$ cat config.mk
export PLATFORM = sky130hd
export DESIGN_NAME = sap1_control_unit_flat
export DESIGN_NICKNAME = d
export VERILOG_FILES = /design/src/rtl/sap1_control_unit_if.sv /design/src/rtl/sap1_control_unit.sv /design/src/flat_wrapper.sv
export SDC_FILE = /design/constraint.sdc
export NUM_CORES = 1
export LEC_CHECK = 0
export BUFFER_PORTS_ARGS = -buffer_cell sky130_fd_sc_hd__buf_2
export CAP_MARGIN = 20
export CORE_AREA = 3 3 40 42
export DETAILED_ROUTE_END_ITERATION = 8
export DIE_AREA = 0 0 43 45
export PLACE_DENSITY = 0.88
export SETUP_SLACK_MARGIN = 0.1
export SYNTH_ARGS = -nofsm -noshare
export SYNTH_HDL_FRONTEND = slang
export SYNTH_SLANG_ARGS = --single-unit
$ cat constraint.sdc
create_clock -name CLK -period 2.8 [get_ports CLK]
set_input_delay 0 -clock CLK [delete_from_list [all_inputs] [get_ports CLK]]
set_output_delay 0 -clock CLK [all_outputs]
set_load 0.02 [all_outputs]
$ cat src/rtl/sap1_control_unit_if.sv
// SAP-1 control unit bus: opcode and step request in, control word, ring state and halt out.
interface sap1_control_unit_if;
   logic [3:0]  IR_OP;
   logic        STEP;
   logic [11:0] CW;
   logic [5:0]  T_STATE;
   logic        HALT;

   modport master (output IR_OP, STEP, input CW, T_STATE, HALT);
   modport slave  (input IR_OP, STEP, output CW, T_STATE, HALT);
endinterface

$ cat src/rtl/sap1_control_unit.sv
// SAP-1 controller: six-state ring counter, opcode decode to a 12-bit control word, halt latch.
// Optional single-step gating is enabled by defining CTRL_STEP_EN.
module sap1_control_unit #(
   parameter int unsigned T_STATES = 6
) (
   input logic               CLK,
   input logic               RST_N,
   sap1_control_unit_if.slave bus
);

   typedef enum logic [T_STATES-1:0] {
      T1 = 6'b000001,
      T2 = 6'b000010,
      T3 = 6'b000100,
      T4 = 6'b001000,
      T5 = 6'b010000,
      T6 = 6'b100000
   } ring_t;

   typedef enum logic [3:0] {
      OP_LDA = 4'h0,
      OP_ADD = 4'h1,
      OP_SUB = 4'h2,
      OP_OUT = 4'hE,
      OP_HLT = 4'hF
   } op_t;

   ring_t       state_q, state_d;
   logic        halt_q, halt_d;
   logic        advance;
   logic [11:0] cw;

`ifdef CTRL_STEP_EN
   logic step_q, step_d;
   logic step_prev_q, step_prev_d;

   // Advance fires one edge after the registered STEP shows a 0->1 transition.
   always_comb begin
      step_d      = bus.STEP;
      step_prev_d = step_q;
      advance     = step_q & ~step_prev_q;
   end
`else
   logic unused_step;
   assign unused_step = bus.STEP;
   assign advance     = 1'b1;
`endif

   always_comb begin
      state_d = state_q;
      halt_d  = halt_q;
      if (!halt_q && advance) begin
         if (state_q == T4 && bus.IR_OP == OP_HLT) begin
            halt_d = 1'b1;
         end else begin
            case (state_q)
               T1:      state_d = T2;
               T2:      state_d = T3;
               T3:      state_d = T4;
               T4:      state_d = T5;
               T5:      state_d = T6;
               T6:      state_d = T1;
               default: state_d = T1;
            endcase
         end
      end
   end

   always_ff @(posedge CLK or negedge RST_N) begin
      if (!RST_N) begin
         state_q     <= T1;
         halt_q      <= 1'b0;
`ifdef CTRL_STEP_EN
         step_q      <= 1'b0;
         step_prev_q <= 1'b0;
`endif
      end else begin
         state_q     <= state_d;
         halt_q      <= halt_d;
`ifdef CTRL_STEP_EN
         step_q      <= step_d;
         step_prev_q <= step_prev_d;
`endif
      end
   end

   // Bit order, MSB first: L_PC EN_PC L_MAR EN_MEM L_IR EN_IR L_BR L_OUT EN_AR L_AR /ADD_SUB EN_ULA
   always_comb begin
      cw = '0;
      if (!halt_q) begin
         case (state_q)
            T1: cw = 12'h600;
            T2: cw = 12'h800;
            T3: cw = 12'h180;
            T4: begin
               case (bus.IR_OP)
                  OP_LDA, OP_ADD, OP_SUB: cw = 12'h240;
                  OP_OUT:                 cw = 12'h018;
                  default:                cw = '0;
               endcase
            end
            T5: begin
               case (bus.IR_OP)
                  OP_LDA:         cw = 12'h104;
                  OP_ADD, OP_SUB: cw = 12'h120;
                  default:        cw = '0;
               endcase
            end
            T6: begin
               case (bus.IR_OP)
                  OP_ADD:  cw = 12'h005;
                  OP_SUB:  cw = 12'h007;
                  default: cw = '0;
               endcase
            end
            default: cw = '0;
         endcase
      end
   end

   assign bus.CW      = cw;
   assign bus.T_STATE = state_q;
   assign bus.HALT    = halt_q;

endmodule

$ cat src/flat_wrapper.sv
// flat-port wrapper written by rule: the top's interface ports become plain ports
module sap1_control_unit_flat 
#(
   parameter int unsigned T_STATES = 6
)
  (CLK, RST_N, bus_IR_OP, bus_STEP, bus_CW, bus_T_STATE, bus_HALT);
  sap1_control_unit_if bus_i ();
  input logic CLK;
  input logic RST_N;
  input wire logic [$bits(bus_i.IR_OP)-1:0] bus_IR_OP;
  input wire logic [$bits(bus_i.STEP)-1:0] bus_STEP;
  output wire logic [$bits(bus_i.CW)-1:0] bus_CW;
  output wire logic [$bits(bus_i.T_STATE)-1:0] bus_T_STATE;
  output wire logic [$bits(bus_i.HALT)-1:0] bus_HALT;
  assign bus_i.IR_OP = bus_IR_OP;
  assign bus_i.STEP = bus_STEP;
  assign bus_CW = bus_i.CW;
  assign bus_T_STATE = bus_i.T_STATE;
  assign bus_HALT = bus_i.HALT;
  sap1_control_unit #(.T_STATES(T_STATES)) u_core (.CLK(CLK), .RST_N(RST_N), .bus(bus_i));
endmodule
== Word level (Yosys, flattened, before mapping) ==
Cells that the tools add are included.
Operators by class
  equal/unequal tests: 10
  mux-type cells: 8
  bitwise logic cells: 2
  reductions and logical operators: 5
Operators by type and width (number)
  $pmux W12 S6: 1
  $pmux W6 S5: 1
  $pmux W10 S2: 1
  $pmux W9 S2: 1
  $mux W12: 1
  $eq A4 B4 Y1 const B: 2
  $eq A6 B1 Y1 const B: 1
  $eq A6 B2 Y1 const B: 1
  $eq A6 B3 Y1 const B: 1
  $eq A6 B4 Y1 const B: 1
  $eq A6 B5 Y1 const B: 1
  $eq A6 B6 Y1 const B: 1
  $pmux W3 S2: 1
  $eq A4 B1 Y1 const B: 1
  $eq A4 B2 Y1 const B: 1
  $logic_not A4 Y1: 1
  $reduce_or A3 Y1: 1
  $mux W1: 2
  $not A1 Y1: 2
  $reduce_and A2 Y1: 1
  $reduce_or A2 Y1: 1
  $logic_and A1 B1 Y1: 1
Word-level totals
  register bits: 7
  output and inout port bits: 19
  logic and storage cells: 27

== Depth between registers and ports, before layout ==
Gate-level depths: netlist (run 1).
  depth in word-level cells: 5
  depth in mapped cells: 5
  mapped depth without buffers: 4

== Worst setup path after synthesis (run 1) ==
No wires, ideal clock.
  path type: flip-flop to output port
  from: register u_core.state_q[5] (netlist: u_core.bus.T_STATE[5])
  to: output port bus_CW[4]
  arrival time: 2.072 ns
  setup slack: 0.728 ns
  stages on the path, launching flop included: 6
  buffers on the path: 2
  cell sequence: dfrtp_1 > buf_6 > nor3_2 > nand3_1 > nor4_1 > buf_4
On the way
  longest elaborated chain between the ends: 3
  elaborated cells on any way between the ends: 8
RTL lines
  start, declared: line sap1_control_unit.sv:28  | ring_t state_q, state_d;
  start signal, assigned: line sap1_control_unit.sv:78  | state_q <= state_d;
  $eq A6 B6 Y1, or another cell as far along: line sap1_control_unit.sv:91  | case (state_q)
  $pmux W12 S6 *: line sap1_control_unit.sv:91
  $mux W12 *: line sap1_control_unit.sv:90  | if (!halt_q) begin
  end, declared: line flat_wrapper.sv:12  | output wire logic [$bits(bus_i.CW)-1:0] bus_CW;
Every way passes the cells marked *; elsewhere a longest branch is shown, timed or not.

== Worst setup path after layout (run 1) ==
  from: register u_core.halt_q (netlist: u_core.bus.HALT)
  to: output port bus_CW[8]
On the way
  longest elaborated chain between the ends: 1
RTL lines
  start, declared: line sap1_control_unit.sv:29  | logic halt_q, halt_d;
  start signal, assigned: line sap1_control_unit.sv:79  | halt_q <= halt_d;
  $mux W12: line sap1_control_unit.sv:90
Every way passes these cells.

==> results of run 1 <==
-- routing by layer --
layer  global-route usage [%]  share of wire [%]  wire, um  up-vias
li1                         -                  -         -      298
met1                    21.29                 42       592      277
met2                    24.55                 48       670       25
met3                    5.976                8.6       121        5
met4                    7.229                1.6        22        0
met5                        0                  0         0        -
-- Yosys cell counts --
cell type	number	share of area, %
and2_1	1	1.1
nor4_4	1	3.6
buf_6	1	1.9
a21o_1	2	2.5
a31oi_1	3	3.2
clkbuf_1	1	0.63
nor3_2	1	1.7
nand3_1	3	2.5
nor4_2	1	2.1
inv_2	1	0.63
nand2b_1	2	2.1
buf_2	1	0.84
inv_1	3	1.9
o21ai_0	2	1.7
nor4_1	2	2.1
and4_1	2	2.9
nor4b_2	1	2.5
nor2_1	8	5.0
dfrtp_1	6	25
or3_4	1	1.9
o211ai_1	1	1.3
xor2_1	2	2.9
dfstp_2	1	4.4
nor3_1	6	5.0
nand2_1	4	2.5
a21oi_1	3	2.5
a2111oi_2	1	2.5
a41o_2	1	1.9
nor3b_1	2	2.5
o21ai_1	1	0.84
buf_4	2	2.5
buf_12	1	3.4
a22o_2	1	1.7
-- path summary, 6_finish.rpt --
path,start,end,depth (start not counted)
setup / recovery,u_core.bus.HALT,bus_CW[8],4
setup reg to reg,u_core.bus.T_STATE[5],u_core.bus.T_STATE[0],4
hold reg to reg,u_core.bus.T_STATE[0],u_core.bus.T_STATE[0],2
max in group asynchronous,RST_N,u_core.bus.T_STATE[0],2
hold / removal,RST_N,u_core.bus.T_STATE[1],2
min in group CLK,bus_IR_OP[2],u_core.bus.T_STATE[4],5
-- cell usage in the layout, fill, tap and decap left out, types with 3 or more instances in the layout --
cell and instances:
nor2_1 8, dfrtp_1 6, buf_2 24, inv_1 3
a21oi_1 3, clkbuf_4 3, nand2_1 4, a31oi_1 3
nor3_1 6, nand3_1 3
-- state kept, by name, indices dropped and copies added, names as in the netlist --
signal / flops
u_core.bus.T_STATE: 6
u_core.bus.HALT: 1
-- logic make-up after synthesis --
family                 count (synthesis)
AND/OR/NAND/NOR                       35
AO/OA/AOI/OAI                         15
buffers and inverters                 10
flip-flops                             7
XOR/XNOR                               2
-- final cells by class --
type / instances / area [sq um]
clock buffer: 4 / 26.28
inverter: 4 / 15.01
multi-input combinational: 52 / 349.1
tap: 15 / 18.77
sequential: 7 / 176.4
timing repair buffer: 25 / 130.1
fill: 125 / 569.3
-- report_power, final --
part           switching [mW]  internal [mW]  leakage [nW]
sequential             0.0971          0.139        0.0920
combinational           0.236          0.168         0.249
clock                  0.0374         0.0544        0.0150
-- stage by stage --
stage	std cells	setup slack [ns]	area [sq um]	power, mW	hold WS, ns
3_5_place_dp	102	1.150	679.4	0.6404	-0.1656
3_3_place_gp	102	1.268	679.4	0.6235	-0.1673
6_report	107	0.8694	715.7	0.7317	0.09597
2_1_floorplan	69	0.7282	595.6	0.5636	-0.2956
4_1_cts	107	0.8634	715.7	0.7351	0.09789
5_1_grt	107	0.7434	715.7	0.7986	0.1065
-- what timing repair did --
item                                    in CTS  in global routing
hold endpoints to repair                     7                  0
endpoints found under the setup margin       0                  0
resized for setup                            0                  0
hold buffers                                 1                  0
==> metrics.md, run 1 <==
| Metric | Value |
|---|---|
| Final core occ | `55.70%` |
| Critical path arrival | `1.93 ns` |
| Family of cells with the greatest summed delay on the critical path | `compound AO/OA/AOI/OAI gates` |
| Slowest cell on crit path | `dfrtp_1` |
| Die outline area | `1935 sq um` |
| Largest net degree at the start of global routing | `15` |
| Number of remaining DRC errors | `0` |
| Rel. slew slack | `63.44%` |
| Flop2flop setup slack | `1.39 ns` |
| Sum of negative setup slack | `0 ns` |
| Insertion delay of the later-clocked pin in the worst-skew pair | `0.26 ns` |
| Vias in the first global route | `518` |
| Required time at the worst-slack endpoint | `2.80 ns` |
| Wire length of the first global-routing pass | `2.346 mm` |
| DR vias/cell | `5.654` |
| H-tree depth | `1` |
| Setup Viol. Count Final | `0` |
| Worst-path fanout max | `14` |
| Vertical die dimension | `45 um` |
| Ports placed on the boundary | `26` |
| Antenna violations before repair | `0` |
| Max Freq | `518.0 MHz` |
| Clock Sinks | `7` |
| Time the worst path needs with I/O delays and setup | `1.931 ns` |
| Mean instance size in the synthesized netlist | `8.631 sq um` |
| CTS tree | `yes` |
| Worst VDD drop | `410.9 uV` |
| Router iterations before antenna repair | `4` |
| Number of vias after detailed routing | `605` |
| Post-layout nets | `100` |
| Clock tree root buffer cell | `clkbuf_4` |
| Worst Hold Class | `input pin to asynchronous set/reset pin` |
| Area overhead of the layout relative to synthesis | `20.17%` |
| WL per Instance | `13.15 um` |
| Clock buffers created by TritonCTS | `3` |
| Flip-flop and latch count after synthesis | `7` |
| Main combinational cell family by area after synthesis | `simple AND/OR/NAND/NOR gates` |
| Clock buffer depth | `2` |
| Ordered list of cells on the worst path | `a2111oi_2 > a31oi_1 > nor4b_2 > buf_2` |
| Layout cells sized above 1 | `40.22%` |
| Gate count of the mapped netlist | `69` |
| Overall routing resource usage | `16.39%` |
| Post-Route Skew | `0.002707 ns` |
| Starting density of the core | `46.35%` |
| Setup crit start kind | `register` |
| Maxcap violations | `0` |
| Syn. warnings | `0` |
| Count of input and output buffers | `24` |
| Cell area after synthesis | `595.6 sq um` |
| Slew at the pin with the worst max-slew slack | `0.5484 ns` |
| Fraction of the mapped netlist area in adder cells | `0%` |
| Gp weighted congestion | `0.7957` |
| # rows | `13` |
| Critical Path Sink Type | `primary output` |
| Floorplan core area | `1285 sq um` |
| Placed wire-length estimate | `1.049 mm` |
| Max-slew violation count | `0` |
| Initial DRC count | `16` |
| Number of failing hold endpoints at the final stage | `0` |
| Multiplexer area fraction after synthesis | `0%` |
| CTS clk-pin slew, worst paths | `0.05 ns` |
| Crit-path max cell delay | `0.57 ns` |
| Sequential-to-total area share from yosys stat | `29.62%` |
| Post-Synth XOR/XNOR Area | `2.941%` |
| Residual antenna-violating net count after detailed routing | `0` |
| Leftover overflow at the end of global routing | `0` |
| Count of cell types in the netlist | `33` |
| Static leakage power | `0.3564 nW` |
| Compound-gate portion of the synthesized area | `18.07%` |
| Count of buffers added by post-CTS timing repair for setup | `0` |
| Mapped Nets | `76` |
| Number of diodes added for antenna fixing | `0` |
| PwrDens | `1022 nW/um^2` |
| Aggregate routed wire length | `1.407 mm` |
| Width of the die | `43 um` |
| Area fraction in and, or, nand and nor cells after synthesis | `37.61%` |
| Setup repair after global routing missed its margin | `no` |
| Status | `finished, final reports clean` |
| Final period util | `68.95%` |
| Setup CP Type | `register to primary output` |
| WP buf/inv | `1` |
No activity file was read; power rests on OpenSTA's default activity.
==> inputs of run 2 (changes only) <==
CORE_AREA = not set   (was 3 3 40 42)
CORE_MARGIN = 3   (was not set)
CORE_UTILIZATION = 41   (was not set)
DIE_AREA = not set   (was 0 0 43 45)
PLACE_DENSITY = 0.85   (was 0.88)
clock period = 1.7 ns   (was 2.8 ns; I/O delays follow)
==> metrics.md, run 2 (synthesis gave the netlist of run 1 again) <==
| Metric | Value |
|---|---|
| Number of diodes added for antenna fixing | `0 (unchanged)` |
| WL per Instance | `17.42 um (+33%)` |
| Clock tree root buffer cell | `clkbuf_4` |
| Die outline area | `1946 sq um (+0.58%)` |
| Number of failing hold endpoints at the final stage | `0 (unchanged)` |
| Overall routing resource usage | `20.72% (+4.3 points)` |
| Insertion delay of the later-clocked pin in the worst-skew pair | `0.27 ns (about the same)` |
| Largest net degree at the start of global routing | `12 (-3)` |
| Net switching power | `723.0 uW (+95%)` |
| Post-layout nets | `111 (+11%)` |
| Worst Hold Class | `input pin to asynchronous set/reset pin` |
| Vertical die dimension | `44.12 um (-2.0%)` |
| Length in cells of the worst reg-to-reg path | `5 (+1)` |
| Filler cell count | `98 (-22%)` |
| Residual antenna-violating net count after detailed routing | `0 (unchanged)` |
| Final period util | `92.78%` |
| Time the worst path needs with I/O delays and setup | `1.577 ns` |
| Critical Path Sink Type | `primary output` |
| Clock buffer depth | `2 (unchanged)` |
| Post-Route Skew | `0.01059 ns (+0.007884 ns)` |
| Setup crit start kind | `register` |
| Crit-path max cell delay | `0.48 ns (-0.09 ns)` |
| Ordered list of cells on the worst path | `nor3_2 > nand3_1 > nor3_1 > buf_2` |
| Slew at the pin with the worst max-slew slack | `0.3441 ns (-0.2043 ns)` |
| CTS tree | `yes` |
| Max Freq | `634.0 MHz` |
| # rows | `13 (unchanged)` |
| Placed wire-length estimate | `1.226 mm (+17%)` |
| Vias in the first global route | `620 (+20%)` |
| Setup Viol. Count Final | `0 (unchanged)` |
| FF-to-FF Start | `u_core.bus.T_STATE[2]` |
| Sw frac | `48.79% (-1.8 points)` |
| Width of the die | `44.12 um (+2.6%)` |
| Most common cell after layout, fill and taps aside | `buf_4` |
| Setup CP Type | `register to primary output` |
| Setup repair after global routing missed its margin | `yes` |
| Area of the multi-input gates | `412.9 sq um (+18%)` |
| DR vias/cell | `6.178 (+9.3%)` |
| Router iterations before antenna repair | `4 (unchanged)` |
| Part of the power in registers | `23.2% (-9.1 points)` |
| Static leakage power | `0.4159 nW (+17%)` |
| Floorplan core area | `1334 sq um (+3.8%)` |
| H-tree depth | `1 (unchanged)` |
| Family of cells with the greatest summed delay on the critical path | `simple AND/OR/NAND/NOR gates` |
| Sum of negative setup slack | `0 ns (unchanged)` |
| Flip-flop count of the largest register, all copies and words added | `6 (unchanged)` |
| WP buf/inv | `1 (unchanged)` |
| Pint | `758.9 uW (+110%)` |
| Flop2flop setup slack | `0.31 ns (-1.08 ns)` |
| Critical path arrival | `1.58 ns (-0.35 ns)` |
| Layout cells sized above 1 | `55.34% (+15 points)` |
| PwrDens | `1675 nW/um^2 (+64%)` |
| Clock buffers created by TritonCTS | `3 (unchanged)` |
| Most used cells in the layout excluding fill and tap cells | `18 x buf_4, 17 x buf_2, 8 x nor2_1` |
| Leftover overflow at the end of global routing | `0 (unchanged)` |
| Post-layout power | `1.482 mW (+100%)` |
| Combinational Power Share | `66.0% (+11 points)` |
| Count of input and output buffers | `24 (unchanged)` |
| Gp weighted congestion | `0.8327 (+4.6%)` |
| Antenna violations before repair | `0 (unchanged)` |
| Required time at the worst-slack endpoint | `1.70 ns (-1.10 ns)` |
| Slowest cell on crit path | `dfrtp_2` |
| Clock share of power | `10.8% (-1.7 points)` |
| Number of remaining DRC errors | `0 (unchanged)` |
| Worst slack at placement | `0.2146 ns (-0.9359 ns)` |
| Area overhead of the layout relative to synthesis | `48.53%` |
| Ports placed on the boundary | `26 (unchanged)` |
| Worst-path fanout max | `8 (-6)` |
| Initial DRC count | `45 (+29)` |
| Maxcap violations | `0 (unchanged)` |
| CTS clk-pin slew, worst paths | `0.06 ns (about the same)` |
| Number of vias after detailed routing | `729 (+20%)` |
| Clock Sinks | `7 (unchanged)` |
| Final core occ | `66.32% (+11 points)` |
| Wire length of the first global-routing pass | `2.939 mm (+25%)` |
| Area taken by flip-flops and latches | `181.4 sq um (+2.8%)` |
| Worst VDD drop | `1002 uV (+140%)` |
| Reg-to-reg endpoint | `u_core.bus.T_STATE[0]` |
| Starting density of the core | `44.65% (-1.7 points)` |
| Max-slew violation count | `0 (unchanged)` |
| Worst Slack Setup Final | `0.1228 ns (-0.7466 ns)` |
| Aggregate routed wire length | `2.056 mm (+46%)` |
| Rel. slew slack | `77.06% (+14 points)` |
| Status | `finished, final reports clean` |
[run 2: changes by cell type in the layout (fill, tap and decap cells not counted), sizes merged]
| cell | before | now |
|---|---|---|
| buf | 24 | 35 |
[run 2: worst max-delay path by stage]
| stage | start | depth (start not counted) | to | slack, ns |
|---|---|---|---|---|
| 4_1_cts | u_core.bus.HALT | 4 | bus_CW[8] | 0.08 |
| 3_3_place_gp | u_core.bus.HALT | 4 | bus_CW[8] | 0.27 |
| 5_1_grt | u_core.bus.T_STATE[2] | 4 | bus_CW[5] | 0.01 |
| 6_report | u_core.bus.T_STATE[2] | 4 | bus_CW[5] | 0.12 |
| 3_5_place_dp | u_core.bus.HALT | 4 | bus_CW[8] | 0.21 |
| 2_1_floorplan | u_core.bus.T_STATE[5] | 5 | bus_CW[4] | 0.13 |
[run 2: worst register-to-register path, delay by kind of cell (launching register included)]
family                 cells  cell delay (ns)
AO/OA/AOI/OAI              3             0.44
buffers and inverters      1             0.18
flip-flops                 1             0.48
AND/OR/NAND/NOR            1             0.24
[run 2: stage by stage]
step	instance area (sq um)	hold WS, ns	instances
2_1_floorplan	610.6	-0.2956	69
3_3_place_gp	724.4	-0.1553	106
3_5_place_dp	724.4	-0.1545	106
4_1_cts	798.3	0.1141	112
5_1_grt	884.6	0.1115	118
6_report	884.6	0.1014	118
[run 2: power groups by stage]
| stage | combinational, mW | clock (mW) | sequential, mW |
|---|---|---|---|
| after floorplan | 0.581 | 0 | 0.353 |
| final | 0.978 | 0.160 | 0.344 |
| after detailed placement | 0.763 | 0 | 0.336 |
| after global routing | 1.04 | 0.177 | 0.351 |
| after CTS | 0.811 | 0.160 | 0.355 |
| after global placement | 0.736 | 0 | 0.334 |
[run 2: cell type report]
type                       count  area share, %
clock buffer                   4          2.970
inverter                       4          1.697
multi-input combinational     52          46.68
sequential                     7          20.51
tap                           15          2.122
timing repair buffer          36          26.03
[run 2: what timing repair did]
action,in CTS,in global routing
setup endpoints to repair,8,10
buffers inserted,1,6
pin swaps,1,1
hold endpoints to repair,7,0
gates resized for setup,5,13
hold buffers,1,0
[run 2: routing by layer]
metal  part of all wire, %  track usage (%)  vias to the layer above
li1                      -                -                      320
met1                    36            24.69                      342
met2                    50            32.56                       57
met3                    12            8.537                       10
met4                   2.7            9.036                        0
met5                     0                0                        -
